<file path="src/rtl/register_divider.sv">
// Sequential restoring divider: recovers quotient A and remainder C from DATA_IN = A*B + C,
// one quotient bit per clock, with start/busy/done handshake.
package params;
  localparam int DATA_WIDTH     = 8;
  localparam int DATA_OUT_WIDTH = 16;
endpackage

module register_divider #(
  parameter int DATA_WIDTH     = params::DATA_WIDTH,
  parameter int DATA_OUT_WIDTH = params::DATA_OUT_WIDTH
) (
  input  logic                      clk,
  input  logic                      rst_n,
  input  logic                      start,
  input  logic [DATA_OUT_WIDTH-1:0] DATA_IN,
  input  logic [DATA_WIDTH-1:0]     B,
  output logic                      busy,
  output logic                      done,
  output logic [DATA_WIDTH-1:0]     A_out,
  output logic [DATA_WIDTH-1:0]     C_out,
  output logic                      overflow,
  output logic                      div_by_zero
);
  localparam int CW = $clog2(DATA_OUT_WIDTH + 1);

  typedef enum logic [1:0] {IDLE, CALC, FINISH} state_t;
  state_t state, state_nxt;

  logic [DATA_OUT_WIDTH-1:0] dividend, quot;
  logic [DATA_WIDTH-1:0]     divisor, rem, diff;
  logic [DATA_WIDTH:0]       rem_sh;
  logic [CW-1:0]             cnt;
  logic                      ge;

  // rem' is one bit wider than the divisor so the shift-in never overflows;
  // the difference is taken only when rem' >= divisor, so it fits DATA_WIDTH bits.
  assign rem_sh = {rem, dividend[DATA_OUT_WIDTH-1]};
  assign ge     = rem_sh >= {1'b0, divisor};
  assign diff   = rem_sh[DATA_WIDTH-1:0] - divisor;
  assign busy   = (state != IDLE);

  always_ff @(posedge clk or negedge rst_n)
    if (!rst_n) state <= IDLE;
    else        state <= state_nxt;

  always_comb begin
    state_nxt = state;
    case (state)
      IDLE:    if (start) state_nxt = (B == '0) ? FINISH : CALC;
      CALC:    if (cnt == CW'(1)) state_nxt = FINISH;
      FINISH:  state_nxt = IDLE;
      default: state_nxt = IDLE;
    endcase
  end

  always_ff @(posedge clk or negedge rst_n) begin
    if (!rst_n) begin
      dividend    <= '0;
      divisor     <= '0;
      rem         <= '0;
      quot        <= '0;
      cnt         <= '0;
      done        <= 1'b0;
      A_out       <= '0;
      C_out       <= '0;
      overflow    <= 1'b0;
      div_by_zero <= 1'b0;
    end else begin
      done <= 1'b0;
      case (state)
        IDLE: if (start) begin
          dividend <= DATA_IN;
          divisor  <= B;
          rem      <= '0;
          quot     <= '0;
          cnt      <= CW'(DATA_OUT_WIDTH);
        end
        CALC: begin
          dividend <= dividend << 1;
          rem      <= ge ? diff : rem_sh[DATA_WIDTH-1:0];
          quot     <= {quot[DATA_OUT_WIDTH-2:0], ge};
          cnt      <= cnt - CW'(1);
        end
        FINISH: begin
          done <= 1'b1;
          if (divisor == '0) begin
            A_out       <= '1;
            C_out       <= '0;
            overflow    <= 1'b0;
            div_by_zero <= 1'b1;
          end else if (quot[DATA_OUT_WIDTH-1:DATA_WIDTH] != '0) begin
            A_out       <= '1;
            C_out       <= rem;
            overflow    <= 1'b1;
            div_by_zero <= 1'b0;
          end else begin
            A_out       <= quot[DATA_WIDTH-1:0];
            C_out       <= rem;
            overflow    <= 1'b0;
            div_by_zero <= 1'b0;
          end
        end
        default: ;
      endcase
    end
  end
endmodule
</file>
<file path="config.mk">
export PLATFORM = sky130hd
export DESIGN_NAME = register_divider
export DESIGN_NICKNAME = d
export VERILOG_FILES = /design/src/rtl/register_divider.sv
export SDC_FILE = /design/constraint.sdc
export NUM_CORES = 1
export LEC_CHECK = 0
export CAP_MARGIN = 20
export CORE_MARGIN = 4
export CORE_UTILIZATION = 37
export CTS_CLUSTER_SIZE = 40
export DETAILED_ROUTE_END_ITERATION = 8
export GPL_TIMING_DRIVEN = 0
export HOLD_SLACK_MARGIN = 0.15
export PLACE_DENSITY_LB_ADDON = 0.15
export SLEW_MARGIN = 20
export SYNTH_ARGS = -nofsm -noshare
export SYNTH_HDL_FRONTEND = slang
export SYNTH_SLANG_ARGS = --single-unit
</file>
<file path="constraint.sdc">
create_clock -name clk -period 6.7 [get_ports clk]
set_input_delay 1.675 -clock clk [delete_from_list [all_inputs] [get_ports clk]]
set_output_delay 1.675 -clock clk [all_outputs]
set_load 0.05 [all_outputs]
</file>
Word level (Yosys, flattened, before mapping):

Cells that the tools add are included.

* output and inout port bits: 20
* word-level logic and storage cells: 48
* flip-flop bits (word level): 74

* $add $sub $neg: 2
* mux-type cells: 20
* eq/ne operators: 5
* $lt $le $gt $ge: 1
* reductions and logical operators: 9

Operators by type and width (count)
* 16-bit case mux with 2 select lines: 2
* 8-bit 2-to-1 mux: 5
* 16-bit 2-to-1 mux: 2
* 8-bit logical NOT: 2
* 8-bit case mux with 2 select lines: 1
* 5-bit case mux with 2 select lines: 1
* 9-bit by 8-bit >= comparator with 1-bit output: 1
* 8-bit nonzero test: 1
* 8-bit subtractor: 1
* 2-bit 2-to-1 mux: 3
* 2-bit AND reduction: 3
* 5-bit by 1-bit equality test with 1-bit output (second input constant): 1
* 5-bit 2-to-1 mux: 1
* 5-bit by 1-bit subtractor with 5-bit output (second input constant): 1
* 1-bit 2-to-1 mux: 4
* 2-bit inequality test (second input constant): 2
* 2-bit case mux with 2 select lines: 1
* 2-bit nonzero test: 2
* 2-bit by 1-bit equality test with 1-bit output (second input constant): 1
* 2-bit equality test (second input constant): 1
* 2-bit logical NOT: 1

Longest topological paths before layout:

* depth after elaboration: 4
* gate-level depth with buffers: 9

Worst setup path before layout:

No wires, ideal clock.

* kind: input to register
* start point: input start
* end point: register rem[6]
* path buffers: 2
* required time: 6613 ps
* stages: 5
* slack: 3950 ps
* arrival: 2664 ps
* cells stage by stage: o21bai_1 > clkbuf_1 > buf_1 > nand2_1 > o211ai_1

* cells in the longest elaborated chain, start to end: 2

RTL lines
* start: declaration: RTL line 14 `input logic start,`
* 2-bit inequality test (no line)
* 2-bit AND reduction (no line)
* end signal: assignment: RTL line 80 `rem <= ge ? diff : rem_sh[DATA_WIDTH-1:0];`
* end: declaration: RTL line 30 `logic [DATA_WIDTH-1:0] divisor, rem, diff;`

No other way between the ends.
A chain may end at the register's enable or synchronous reset.

Worst setup path after layout:

* start point: register state[0]
* end point: output busy

* cells in the longest elaborated chain, start to end: 1

RTL lines
* start: declaration: RTL line 27 `state_t state, state_nxt;`
* start signal: assignment: RTL line 44 `else state <= state_nxt;`
* 2-bit nonzero test: RTL line 40 `assign busy = (state != IDLE);`
* end: declaration: RTL line 17 `output logic busy,`

No other way between the ends.

==> metrics.txt <==
Residual DRC=0; Worst EP required=around 5000 ps; placed wire-length estimate=around 5.7 mm; Critical path buffers and inverters=2; f_max=294 MHz; Nets=420; final period utilization=50.8%; Ports=47; Cell variety after synth=50; worst path cell trace=nor2_1, inv_1, clkdlybuf4s50_1; IO Port Bufs=between 40 and 50; CTS Buffer Depth=2; R2R cell count=7; final count of pins violating max slew=0; final hold vios=0; Setup-failing EPs final=0; pin count of the biggest net entering global routing=51; delay-heaviest family, CP=buffers and inverters; CTS Buf Count=9; chip height=105 um; relative slew slack=approximately three fifths; WL final=~7.9 mm; status=finished, final reports clean; Hold Crit Start=dividend[2]; CTS tree=done; Main synth FF type=dfrtp_1; Root Driver=clkbuf_8; TNS Setup=0 ps; CP Class=register to output port; Setup Buffers After CTS=0; hold_buf cts=0; Congestion Overflow GR=0; gate count of the mapped netlist=between 300 and 400; worst setup margin=between 3000 and 4000 ps; clock skew=7.05 ps; Yosys reg bits=74; area fraction of the dominant cell type after synthesis=a little over half; max cap viols=0; global placer's final weighted congestion=between 0.8 and 0.9; clk sinks=between 70 and 80; Max stage delay on crit path=790 ps; total track usage=15.2%; share of layout cells above drive strength 1=around 7.0%; Die Wd=105 um; Crit-path slowest cell=clkdlybuf4s50_1; critical path peak fanout=7; Reg clk slew, reported paths=around 80 ps; number of enable flip-flop cells after synthesis=0; Synth Net Count=around 360; post-synthesis sequential area ratio=a little over half; hold endpoint=dividend[2]; Core Footprint=around 9200 um^2; Rows=35; Critical Path Source Type=register; hold crit path type=register to register; P_leak=between 0.0015 and 0.002 uW; FFs w/ async S/R, synth=100%; Via Count=2642; Place WS=about 3000 ps; Antenna Cells=0; number of global-route vias before repair=~2700; Synth Cell Area=between 3000 and 4000 um^2; initial antenna violation count=0; FF-to-FF Start=rem[5]; synth warn=0; DRT iter0 DRCs=123; Worst Setup End Kind=output port; Initial Utilization=37.7%; first-pass GRT wire length=13.5 mm; count of cells resized by post-cts repair=0; drt first pass iters=4; cells taking the most area after synthesis=dfrtp_1 (53%), a22o_1 (6.6%), nand2_1 (4.9%), o21ai_0 (4.8%), mux2i_1 (4.3%); antenna-violating nets left=0; largest area contributor in the netlist=dfrtp_1; r2r endpoint=rem[4]; via/cell ratio=5.31; Critical Path AT=1730 ps; WHS Path Cells=2; WL per Instance=between 15 and 20 um; FF-to-FF setup slack=about 4400 ps; Max VDD drop=0.224 mV; Layout area overhead=24.8%; die footprint=11000 um^2; Clock Latency Late Sink=about 350 ps; CTS H-tree depth=3; Pwr Density=between 500 and 600 nW/um^2; Post-Syn Area per Cell=between 10 and 15 um^2; unrepaired setup endpoints after global routing=no; Tmin final=about 3400 ps; slew at the pin closest to its max-slew limit=~570 ps
[stage by stage]
stage	hold WS, ps	instances	cell area, um^2	util (%)	total power (uW)
after floorplan	450	324	3470	-	1650
after global placement	462	481	4070	44.3	1980
after detailed placement	472	482	4100	44.5	2000
after CTS	492	498	4330	47.1	2420
after global routing	510	498	4330	47.1	2580
final	483	498	4330	47.1	2390
[sequential cells by signal (all words and copies together), names as in the netlist]
register / flops
rem: 8
div_by_zero: 1
dividend: 16
overflow: 1
divisor: 8
C_out: 8
done: 1
A_out: 8
cnt: 5
quot: 16
state: 2
[cell usage in the layout (no fill, tap or decap), types with 2 or more instances in the layout]
cell,Yosys,routed
a211oi_1,2,2
o211ai_1,3,3
nand2b_1,4,4
and2_1,2,2
buf_1,2,2
a221o_1,2,2
o311ai_0,2,2
o31a_1,2,2
bufinv_16,0,2
inv_1,14,14
clkbuf_1,13,13
clkinv_4,0,2
mux2i_1,15,15
a21oi_1,3,3
o311ai_1,2,2
a21o_1,2,2
nor2b_1,6,6
nor4_1,5,5
nand2_1,45,45
clkdlybuf4s50_1,0,45
a22o_1,26,26
ha_1,10,10
or4_1,3,3
xnor2_1,2,2
buf_2,2,2
clkbuf_8,0,10
nor3_1,4,4
o21a_1,2,2
o22a_1,8,8
nor2_1,11,11
nand3_1,4,4
o21ai_0,33,33
dfrtp_1,74,74
[power breakdown]
part / internal [uW] / total (uW) / switching (uW)
sequential: 632 / 764 / 132
combinational: 492 / 1220 / 730
clock: 225 / 407 / 181
total: 1350 / 2390 / 1040
[final cells by class]
type                       instances  area [um^2]
sequential                        74         1850
clock buffer                      10          138
multi-input combinational        217         1490
fill                             882         4870
tap                              111          139
timing repair buffer              47          485
inverter                          15         56.3
clock inverter                     6         97.6
buffer                            18         77.6
[kinds of logic after synthesis]
kind of cell | Yosys count | share of synthesized area (%)
AO/OA/AOI/OAI | 99 | 21.4
XOR/XNOR | 2 | 0.505
adder cells (fa/ha/maj) | 11 | 4.18
buffers and inverters | 33 | 3.86
flip-flops | 74 | 53.4
multiplexers | 16 | 4.65
AND/OR/NAND/NOR | 89 | 12.0
[worst max path at each step]
| stage | from | end | cells after the start |
|---|---|---|---|
| 2_1_floorplan | start | rem[6] | 5 |
| 3_3_place_gp | rst_n | divisor[5] | 1 |
| 6_report | state[0] | busy | 3 |
| 4_1_cts | state[0] | busy | 3 |
| 3_5_place_dp | start | dividend[11] | 6 |
| 5_1_grt | start | dividend[15] | 6 |
[tightest hold or removal path, delay by kind of cell (launching register included)]
family             cells  cell delay, ps
DFF                    1             350
AOI/OAI and AO/OA      1              60
and+or+nand+nor        1              50
[routing by layer]
layer | up-vias | wire (um) | GRT usage [%]
li1 | 1295 | - | -
met1 | 1280 | 3850 | 21.5
met2 | 63 | 3670 | 23.6
met3 | 4 | 374 | 3.89
met4 | 0 | 38 | 3.75
met5 | - | 0 | 0
[Yosys cell counts (3+ instances only)]
cell / number
dfrtp_1: 74
nor2_1: 11
o22a_1: 8
clkbuf_1: 13
inv_1: 14
nand2_1: 45
nor4_1: 5
mux2i_1: 15
nor2b_1: 6
o21ai_0: 33
nor3_1: 4
nand2b_1: 4
or4_1: 3
a21oi_1: 3
ha_1: 10
o211ai_1: 3
nand3_1: 4
a22o_1: 26
(Power assumes the default switching activity.)
